--- config.mk ---
export PLATFORM = sky130hd
export DESIGN_NAME = arb_requestor_agent
export DESIGN_NICKNAME = d
export VERILOG_FILES = /design/src/rtl/arb_pkg.sv /design/src/rtl/arb_req_fifo.sv /design/src/rtl/arb_requestor_agent.sv
export SDC_FILE = /design/constraint.sdc
export NUM_CORES = 1
export LEC_CHECK = 0
export CAP_MARGIN = 40
export CELL_PAD_IN_SITES_DETAIL_PLACEMENT = 0
export CELL_PAD_IN_SITES_GLOBAL_PLACEMENT = 2
export CORE_AREA = 8 8 161 163
export DETAILED_ROUTE_END_ITERATION = 10
export DIE_AREA = 0 0 169 171
export PLACE_DENSITY_LB_ADDON = 0.05
export SLEW_MARGIN = 20
export SYNTH_ARGS = -nofsm -noshare
export SYNTH_HDL_FRONTEND = slang
export SYNTH_SLANG_ARGS = --single-unit
--- constraint.sdc ---
create_clock -name clk -period 2.9 [get_ports clk]
set_clock_uncertainty 0.2 [all_clocks]
set_input_delay 0.435 -clock clk [delete_from_list [all_inputs] [get_ports clk]]
set_output_delay 0.435 -clock clk [all_outputs]
set_load 0.05 [all_outputs]
--- src/rtl/arb_pkg.sv ---
// Shared types and helpers for the requestor side of the arbitration interface.
`timescale 1ns/1ps
package arb_pkg;

  localparam int unsigned WEIGHT_W = 8;
  localparam int unsigned TIME_W   = 32;
  localparam int unsigned ID_W     = 8;

  typedef enum logic [1:0] {
    LO  = 2'd0,
    MED = 2'd1,
    HI  = 2'd2
  } priority_t;

  localparam logic [WEIGHT_W-1:0] W_LO  = 8'd1;
  localparam logic [WEIGHT_W-1:0] W_MED = 8'd2;
  localparam logic [WEIGHT_W-1:0] W_HI  = 8'd3;

  typedef enum logic [1:0] {
    IDLE    = 2'd0,
    REQ     = 2'd1,
    XFER    = 2'd2,
    RELEASE = 2'd3
  } agent_state_t;

  // Map a packet priority onto the arbiter weight lane.
  function automatic logic [WEIGHT_W-1:0] prior_to_weight(input priority_t p);
    logic [WEIGHT_W-1:0] w;
    case (p)
      LO:      w = W_LO;
      MED:     w = W_MED;
      HI:      w = W_HI;
      default: w = 8'd0;
    endcase
    return w;
  endfunction

endpackage

--- src/rtl/arb_req_fifo.sv ---
// Small power-of-two FIFO holding packed {prior, time, data} packet entries.
`timescale 1ns/1ps
module arb_req_fifo #(
  parameter int unsigned DEPTH = 4,
  parameter int unsigned WIDTH = 8
) (
  input  logic                     clk,
  input  logic                     rst_n,
  input  logic                     push_i,
  input  logic                     pop_i,
  input  logic [WIDTH-1:0]         data_i,
  output logic                     full_o,
  output logic                     empty_o,
  output logic [WIDTH-1:0]         head_o,
  output logic [$clog2(DEPTH):0]   count_o
);

  localparam int unsigned AW = $clog2(DEPTH);
  localparam int unsigned CW = AW + 1;

  logic [WIDTH-1:0] mem_q [DEPTH];
  logic [AW-1:0]    wr_ptr_q;
  logic [AW-1:0]    rd_ptr_q;
  logic [CW-1:0]    cnt_q;
  logic             push_en;
  logic             pop_en;

  assign full_o  = (cnt_q == CW'(DEPTH));
  assign empty_o = (cnt_q == CW'(0));
  assign head_o  = mem_q[rd_ptr_q];
  assign count_o = cnt_q;
  assign push_en = push_i && !full_o;
  assign pop_en  = pop_i && !empty_o;

  // Pointers wrap naturally at DEPTH; occupancy tracks push/pop balance.
  always_ff @(posedge clk or negedge rst_n) begin
    if (!rst_n) begin
      wr_ptr_q <= '0;
      rd_ptr_q <= '0;
      cnt_q    <= '0;
    end else begin
      if (push_en) wr_ptr_q <= wr_ptr_q + AW'(1);
      if (pop_en)  rd_ptr_q <= rd_ptr_q + AW'(1);
      case ({push_en, pop_en})
        2'b10:   cnt_q <= cnt_q + CW'(1);
        2'b01:   cnt_q <= cnt_q - CW'(1);
        default: cnt_q <= cnt_q;
      endcase
    end
  end

  // Storage array; contents are don't-care once the pointers are reset.
  always_ff @(posedge clk) begin
    if (push_en) mem_q[wr_ptr_q] <= data_i;
  end

endmodule

--- src/rtl/arb_requestor_agent.sv ---
// Requestor endpoint: queues timestamped packets, requests the shared
// arbiter, and streams up to QUANTUM packets per grant tenure.
`timescale 1ns/1ps
module arb_requestor_agent
  import arb_pkg::*;
#(
  parameter int unsigned ID      = 0,
  parameter int unsigned DEPTH   = 4,
  parameter int unsigned DATA_W  = 8,
  parameter int unsigned QUANTUM = 10
) (
  input  logic              clk,
  input  logic              reset,
  input  logic              push_valid,
  output logic              push_ready,
  input  logic [DATA_W-1:0] push_data,
  input  priority_t         push_prior,
  output logic              req,
  output logic [7:0]        weight,
  input  logic              grant,
  output logic              tx_valid,
  output logic [7:0]        tx_id,
  output logic [DATA_W-1:0] tx_data,
  output priority_t         tx_prior,
  output logic [31:0]       tx_time,
  output logic              proto_err
);

  localparam int unsigned PRIO_W  = $bits(priority_t);
  localparam int unsigned ENTRY_W = DATA_W + TIME_W + PRIO_W;
  localparam int unsigned CW      = $clog2(DEPTH) + 1;
  localparam int unsigned QCW     = $clog2(QUANTUM + 1);

  agent_state_t        state_q, state_d;
  logic [QCW-1:0]      qcnt_q, qcnt_d;
  logic [TIME_W-1:0]   ts_q;
  logic                req_q;
  logic                proto_q;
  logic                tx_valid_q;
  logic [ID_W-1:0]     tx_id_q;
  logic [DATA_W-1:0]   tx_data_q;
  priority_t           tx_prior_q;
  logic [TIME_W-1:0]   tx_time_q;

  logic                fifo_full;
  logic                fifo_empty;
  logic [CW-1:0]       fifo_cnt;
  logic [ENTRY_W-1:0]  fifo_head;
  logic                push_fire;
  logic                pop;
  logic [DATA_W-1:0]   head_data;
  logic [TIME_W-1:0]   head_time;
  priority_t           head_prior;

  assign push_ready = !fifo_full;
  assign push_fire  = push_valid && !fifo_full;

  assign head_data  = fifo_head[DATA_W-1:0];
  assign head_time  = fifo_head[DATA_W +: TIME_W];
  assign head_prior = priority_t'(fifo_head[DATA_W+TIME_W +: PRIO_W]);

  assign weight     = fifo_empty ? 8'd0 : prior_to_weight(head_prior);

  assign req        = req_q;
  assign proto_err  = proto_q;
  assign tx_valid   = tx_valid_q;
  assign tx_id      = tx_id_q;
  assign tx_data    = tx_data_q;
  assign tx_prior   = tx_prior_q;
  assign tx_time    = tx_time_q;

  arb_req_fifo #(
    .DEPTH (DEPTH),
    .WIDTH (ENTRY_W)
  ) u_fifo (
    .clk     (clk),
    .rst_n   (reset),
    .push_i  (push_fire),
    .pop_i   (pop),
    .data_i  ({push_prior, ts_q, push_data}),
    .full_o  (fifo_full),
    .empty_o (fifo_empty),
    .head_o  (fifo_head),
    .count_o (fifo_cnt)
  );

  // Next-state, quantum counter and pop decision.
  always_comb begin
    state_d = state_q;
    qcnt_d  = qcnt_q;
    pop     = 1'b0;
    case (state_q)
      IDLE: begin
        qcnt_d = '0;
        if (!fifo_empty || push_fire) state_d = REQ;
      end
      REQ: begin
        qcnt_d = '0;
        if (grant && !fifo_empty) begin
          pop     = 1'b1;
          qcnt_d  = QCW'(1);
          state_d = (QUANTUM == 1) ? RELEASE : XFER;
        end
      end
      XFER: begin
        if (grant && !fifo_empty) begin
          pop    = 1'b1;
          qcnt_d = qcnt_q + QCW'(1);
          if (qcnt_d == QCW'(QUANTUM)) begin
            state_d = RELEASE;
          end else if (fifo_cnt == CW'(1) && !push_fire) begin
            state_d = IDLE;
          end
        end else begin
          state_d = (!fifo_empty || push_fire) ? REQ : IDLE;
        end
      end
      RELEASE: begin
        qcnt_d  = '0;
        state_d = (!fifo_empty || push_fire) ? REQ : IDLE;
      end
      default: begin
        qcnt_d  = '0;
        state_d = IDLE;
      end
    endcase
  end

  // State, timestamp, request, error flag and transmit registers.
  always_ff @(posedge clk or negedge reset) begin
    if (!reset) begin
      state_q    <= IDLE;
      qcnt_q     <= '0;
      ts_q       <= '0;
      req_q      <= 1'b0;
      proto_q    <= 1'b0;
      tx_valid_q <= 1'b0;
      tx_id_q    <= '0;
      tx_data_q  <= '0;
      tx_prior_q <= LO;
      tx_time_q  <= '0;
    end else begin
      state_q    <= state_d;
      qcnt_q     <= qcnt_d;
      ts_q       <= ts_q + TIME_W'(1);
      req_q      <= (state_d == REQ) || (state_d == XFER);
      proto_q    <= proto_q | (grant & ~req_q);
      tx_valid_q <= pop;
      tx_id_q    <= ID_W'(ID);
      if (pop) begin
        tx_data_q  <= head_data;
        tx_prior_q <= head_prior;
        tx_time_q  <= head_time;
      end
    end
  end

endmodule

## After elaboration in Yosys (flattened, before gate mapping)

Memory sizes are Yosys's and may differ from the RTL's.
Cells that the tools add are included.

- Bits in registers: 90
- RAM bits: 168
- Input bits: 14
- Output and inout bits: 62
- Logic and storage cells: 68
- Memories: 1

Memory list:

| memory | words | width | read ports | clocked after Yosys merged registers in | wr ports | line | RTL |
|---|---|---|---|---|---|---|---|
| u_fifo.mem_q | 4 | 42 | 1 | 0 | 1 | arb_req_fifo.sv:21 | `logic [WIDTH-1:0] mem_q [DEPTH];` |

- $add $sub $neg: 6
- Eq/ne operators: 13
- Mux-type cells: 17
- Bitwise operators: 3
- Reductions and logical operators: 16

Operators with widths:

| kind | count |
|---|---|
| 32-bit by 1-bit adder with 32-bit output, second input constant | 1 |
| 4-bit case mux with 3 select lines | 1 |
| 2-bit == test, second input constant | 5 |
| 2-bit 2-to-1 mux | 5 |
| 2-bit by 1-bit == test with 1-bit output, second input constant | 4 |
| 8-bit 2-to-1 mux | 1 |
| 2-bit case mux with 4 select lines | 1 |
| 1-bit 2-to-1 mux | 6 |
| 2-bit case mux with 3 select lines | 1 |
| 3-bit case mux with 2 select lines | 1 |
| 1-bit logical AND | 5 |
| 2-bit by 1-bit adder with 2-bit output, second input constant | 2 |
| 4-bit by 1-bit adder with 4-bit output, second input constant | 1 |
| 4-bit == test, second input constant | 1 |
| 2-bit logical NOT | 2 |
| 4-bit 2-to-1 mux | 1 |
| 2-bit OR reduction | 2 |
| 3-bit by 1-bit adder with 3-bit output, second input constant | 1 |
| 3-bit by 1-bit == test with 1-bit output, second input constant | 1 |
| 3-bit == test, second input constant | 1 |
| 1-bit logical NOT | 3 |
| 3-bit logical NOT | 1 |
| 3-bit by 1-bit subtractor with 3-bit output, second input constant | 1 |
| 1-bit logical OR | 2 |
| 5 further kinds | 5 |

## Logic depth before layout (Yosys ltp)

- Depth in word-level cells: 11
- Gate-level depth with buffers: 10
- Mapped depth without buffers: 9

## Cells and area by module

Synthesis repeated with hierarchy kept, for this count alone.

- Cell total of the unflattened synthesis: 555
- Area, all modules: 10193.5 um^2

By module, submodules not included:

| module | instances | cells an instance | area each (um^2) | seq. area each (um^2) |
|---|---|---|---|---|
| arb_req_fifo | 1 | 257 | 6543.8 | 5220.0 |
| arb_requestor_agent | 1 | 298 | 3649.8 | 2077.0 |

## Worst setup path after synthesis

No wires, ideal clock.

- Path type: register to register
- Start: reg u_fifo.cnt_q[0], in the netlist u_fifo.count_o[0]
- End: mem u_fifo.mem_q[0][0] in the netlist's numbering, enable pin
- Setup time: 0.404 ns
- Arrival time: 2.234 ns
- Required time: 2.296 ns
- Path slack: 0.062 ns
- Stages on the path, launching flop included: 5
- Buffers on the path: 0
- Clock period less this slack: 2.838 ns
- Cells stage by stage: dfrtp_1 inv_1 ha_1 nand2_1 and3_1

- Word-level cells in the longest chain between the ends: 6

RTL lines:

| item | line | RTL |
|---|---|---|
| start: declaration | arb_req_fifo.sv:24 | `logic [CW-1:0] cnt_q;` |
| start signal: assignment | arb_req_fifo.sv:45 | `2'b10: cnt_q <= cnt_q + CW'(1);` |
| start signal: assignment | arb_req_fifo.sv:46 | `2'b01: cnt_q <= cnt_q - CW'(1);` |
| start signal: assignment | arb_req_fifo.sv:47 | `default: cnt_q <= cnt_q;` |
| 3-bit == test * | arb_req_fifo.sv:28 | `assign full_o = (cnt_q == CW'(DEPTH));` |
| 1-bit logical NOT * | n/a |  |
| via push_ready | arb_requestor_agent.sv:15 | `output logic push_ready,` |
| 1-bit logical AND | arb_requestor_agent.sv:56 | `assign push_fire = push_valid && !fifo_full;` |
| 1-bit logical AND * | arb_req_fifo.sv:32 | `assign push_en = push_i && !full_o;` |
| 1-bit 2-to-1 mux * | arb_req_fifo.sv:54 | `if (push_en) mem_q[wr_ptr_q] <= data_i;` |
| 1-bit 2-to-1 mux (not written as such) * | arb_req_fifo.sv:54 |  |
| end: declaration | arb_req_fifo.sv:21 |  |

The timed path passes the listed nets; every way through them passes the cells marked *.

## Worst setup path after layout

- Start: reg u_fifo.rd_ptr_q[0]
- End: out weight[1]

- Word-level cells in the longest chain between the ends: 4
- Elaborated cells between the ends (all ways): 6
- Classes of those cells: eq/ne (2); mux (2); reduce/logical (1); memory (1)

RTL lines:

| item | line | RTL |
|---|---|---|
| start: declaration | arb_req_fifo.sv:23 | `logic [AW-1:0] rd_ptr_q;` |
| start signal: assignment | arb_req_fifo.sv:43 | `if (pop_en) rd_ptr_q <= rd_ptr_q + AW'(1);` |
| memory read 4 x 42 bit * | n/a |  |
| 2-bit == test, or another cell as far along | arb_pkg.sv:29 | `case (p)` |
| 2-bit case mux with 3 select lines * | arb_pkg.sv:29 |  |
| 8-bit 2-to-1 mux * | arb_requestor_agent.sv:62 | `assign weight = fifo_empty ? 8'd0 : prior_to_weight(head_prior);` |
| end: declaration | arb_requestor_agent.sv:19 | `output logic [7:0] weight,` |

Every way passes the cells marked *; elsewhere a longest branch is shown, timed or not.

==> results.cfg <==
[routing]
drc = 0
wl_per_cell_um = 19.5
avgViaCountPerCell = 5.07
routed_wl_um = 19100
drtPass1Iterations = 4
drtIter0Drc = 259
dr_total_vias = 4965
final_antenna_net_count = 0

[clock_tree]
cts_tree = built
insertion_delay_ns = 0.53
cts_inserted_buffers = 28
htree_levels = 1
clk_pin_slew_worst_paths_ns = 0.06
cts_sinks = 258
cts_root_buf = clkbuf_16
post-cts-setup-buffers = 0
cts_buffer_depth = 3

[logic_synthesis]
synth_area_leader_cell = edfxtp_1
synthCells = 547
yosysSeqAreaShare_pct = 71.9
syn-cell-area_mm2 = 0.0101
synth.distinct_cells = 43
synthTopCellsByCount = 168 x edfxtp_1, 90 x dfrtp_1, 42 x mux4_2
synth.avg_cell_area_um2 = 18.5
yosysWarnings = 0
ys_top_cells_by_area = edfxtp_1 50%, dfrtp_1 22%, mux4_2 9.3%
synth-edff-count = 168
synth_most_common_cell = edfxtp_1
synth_top_area_share_pct = 49.7
ys.flop_type = edfxtp_1
ys_ff_latch = 258
ys_async_sr_fraction_pct = 34.9

[placed_design]
gp_congestion = 0.803
place_inst = 927
dpl-instance-area_mm2 = 0.0113
port_buffers = 61
dp_hpwl_um = 11500

[timing]
rsz0062_at_grt = false
fmax_mhz = 368
slew_headroom_pct = 52.2
tightest_slew_ns = 0.717
fin_crit_sh_pct = 93.7
finalMaxSlewViolations = 0
min_period_ns = 2.72
setup_tns_ns = 0
setup_viol = 0
hold_viol = 0

[floorplan]
dieArea_mm2 = 0.0289
start_util_pct = 43.6
die_h_um = 171
coreArea_mm2 = 0.0233
fp.dieW_um = 169
fp-row-count = 56
num_io_pins = 76

[setup_path]
critPathSlowestCell = mux4_2
slowest_delay_ns = 0.58
worstPathMaxFanout = 4
cp.required_ns = 2.27
crit_chain = mux4_2 > xnor2_1 > nor2_1 > buf_12
end_kind = output pin
path_delay_family = multiplexers
arrival_ns = 2.08
startpoint_type = register
critPathBufInv = 1
crit_type = reg -> out

[cells_and_area]
area_delta_synth_final_pct = 19.6
diodes = 0
nets = 669
final_cell_area_mm2 = 0.0121
fillCellCount = 1926
drive_above_1_share_pct = 20.3
instances_no_fill = 980

[hold_path]
hp-class = reg -> reg

[pwr]
peakVddDrop_v = 0.000601
p_leak_uw = 0.00465
power_uw = 12800
power_density_mw_per_mm2 = 1060

[global_route]
grt_pass1_vias = 5329
antenna_found_initial = 0
grt_pass1_wl_um = 30400
overflow = 0
grt_usage_pct = 13.6
grt_start_max_net_pins = 47

[run_status]
status = complete, no violations

[run]
drv_cap = 0
==> power breakdown <==
| part | leakage (uW) | total (uW) | switching, uW | internal, uW |
|---|---|---|---|---|
| sequential | 0.00280 | 5050 | 340 | 4710 |
| combinational | 0.00143 | 4460 | 2640 | 1810 |
| clock | 0.000419 | 3340 | 1380 | 1950 |
| total | 0.00465 | 12800 | 4370 | 8480 |
==> layout make-up <==
type	count	area, um2	area share, %
sequential	258	7300	60.1
multi-input combinational	260	2680	22.1
clock buffer	47	832	6.86
timing repair buffer	78	832	6.86
tap	319	399	3.29
inverter	13	48.8	0.402
clock inverter	5	45.0	0.371
==> worst reg2reg max path, cell delays in order, from the launching register on <==
cell and delay (ns):
dfrtp_1 0.42, inv_1 0.09, ha_1 0.22, nor3b_1 0.50, nor2_1 0.10, o2111ai_1 0.15, o211a_1 0.24, nor3_1 0.07
a211oi_1 0.20
==> cells by family (layout without fill, tap and decap cells) <==
family                   Yosys count  count (layout)  synth area share (%)
buffers and inverters             42             143                  2.20
other                              1              14                0.0370
XOR/XNOR                          41              41                  3.54
AND/OR/NAND/NOR                   86              86                  5.12
multiplexers                      85              85                  14.1
AO/OA/AOI/OAI                     18              18                  1.12
adder cells (fa/ha/maj)           16              16                  1.97
flip-flops                       258             258                  71.9
==> timing repair <==
| action | CTS | global route |
|---|---|---|
| hold buffers | 1 | 0 |
| endpoints found under the setup margin | 1 | 0 |
| gates resized for setup | 1 | 0 |
| hold endpoints to repair | 42 | 0 |
==> metal layers <==
metal,global-route usage (%),vias to the layer above,wire length (um)
li1,-,2255,-
met1,16.6,2580,8310
met2,24.1,99,9540
met3,2.74,31,844
met4,3.77,0,437
met5,0,-,0
==> stage by stage <==
step	util, %	hold WS (ns)	worst slack (ns)
after global routing	52.2	0.292	0.0829
after global placement	48.4	0.240	0.533
after CTS	52.2	0.256	0.109
final	52.2	0.251	0.183
after floorplan	-	-0.0606	0.0623
after detailed placement	48.4	0.243	0.434
==> registers in the layout, indices dropped and copies added (netlist names) <==
| register | flops |
|---|---|
| u_fifo.mem_q | 168 |
| ts_q | 32 |
| tx_time | 32 |
| tx_data | 8 |
| qcnt_q | 4 |
| u_fifo.count_o | 3 |
| state_q | 2 |
| tx_prior | 2 |
| u_fifo.rd_ptr_q | 2 |
| u_fifo.wr_ptr_q | 2 |
| proto_err | 1 |
| req | 1 |
| tx_valid | 1 |
==> worst paths after layout <==
kind | start | depth (start not counted) | slack, ns | end
max in group asynchronous | reset | 3 | 1.57 | ts_q[15]$_DFF_PN0_
max reg2reg | u_fifo.count_o[0]$_DFFE_PN0P_ | 8 | 0.61 | req$_DFF_PN0_
max | u_fifo.rd_ptr_q[0]$_DFFE_PN0P_ | 4 | 0.18 | weight[1]
min in group asynchronous | reset | 2 | 0.31 | tx_data[2]$_DFFE_PN0N_
min | proto_err$_DFF_PN0_ | 1 | 0.25 | proto_err$_DFF_PN0_
min reg2reg | proto_err$_DFF_PN0_ | 1 | 0.25 | proto_err$_DFF_PN0_
==> placed cells by master, fill, tap and decap left out, types with 8 or more instances in the layout <==
| master | n |
|---|---|
| edfxtp_1 | 168 |
| dfrtp_1 | 88 |
| clkdlybuf4s50_1 | 57 |
| mux4_2 | 42 |
| xnor2_1 | 30 |
| clkbuf_16 | 28 |
| mux2_1 | 27 |
| nand2_1 | 20 |
| ha_1 | 16 |
| mux2_2 | 15 |
| nand3_1 | 14 |
| conb_1 | 14 |
| inv_1 | 13 |
| clkbuf_1 | 13 |
| xor2_1 | 11 |
| buf_4 | 11 |
| nor2_1 | 9 |
| buf_12 | 8 |
(Power assumes the default switching activity.)
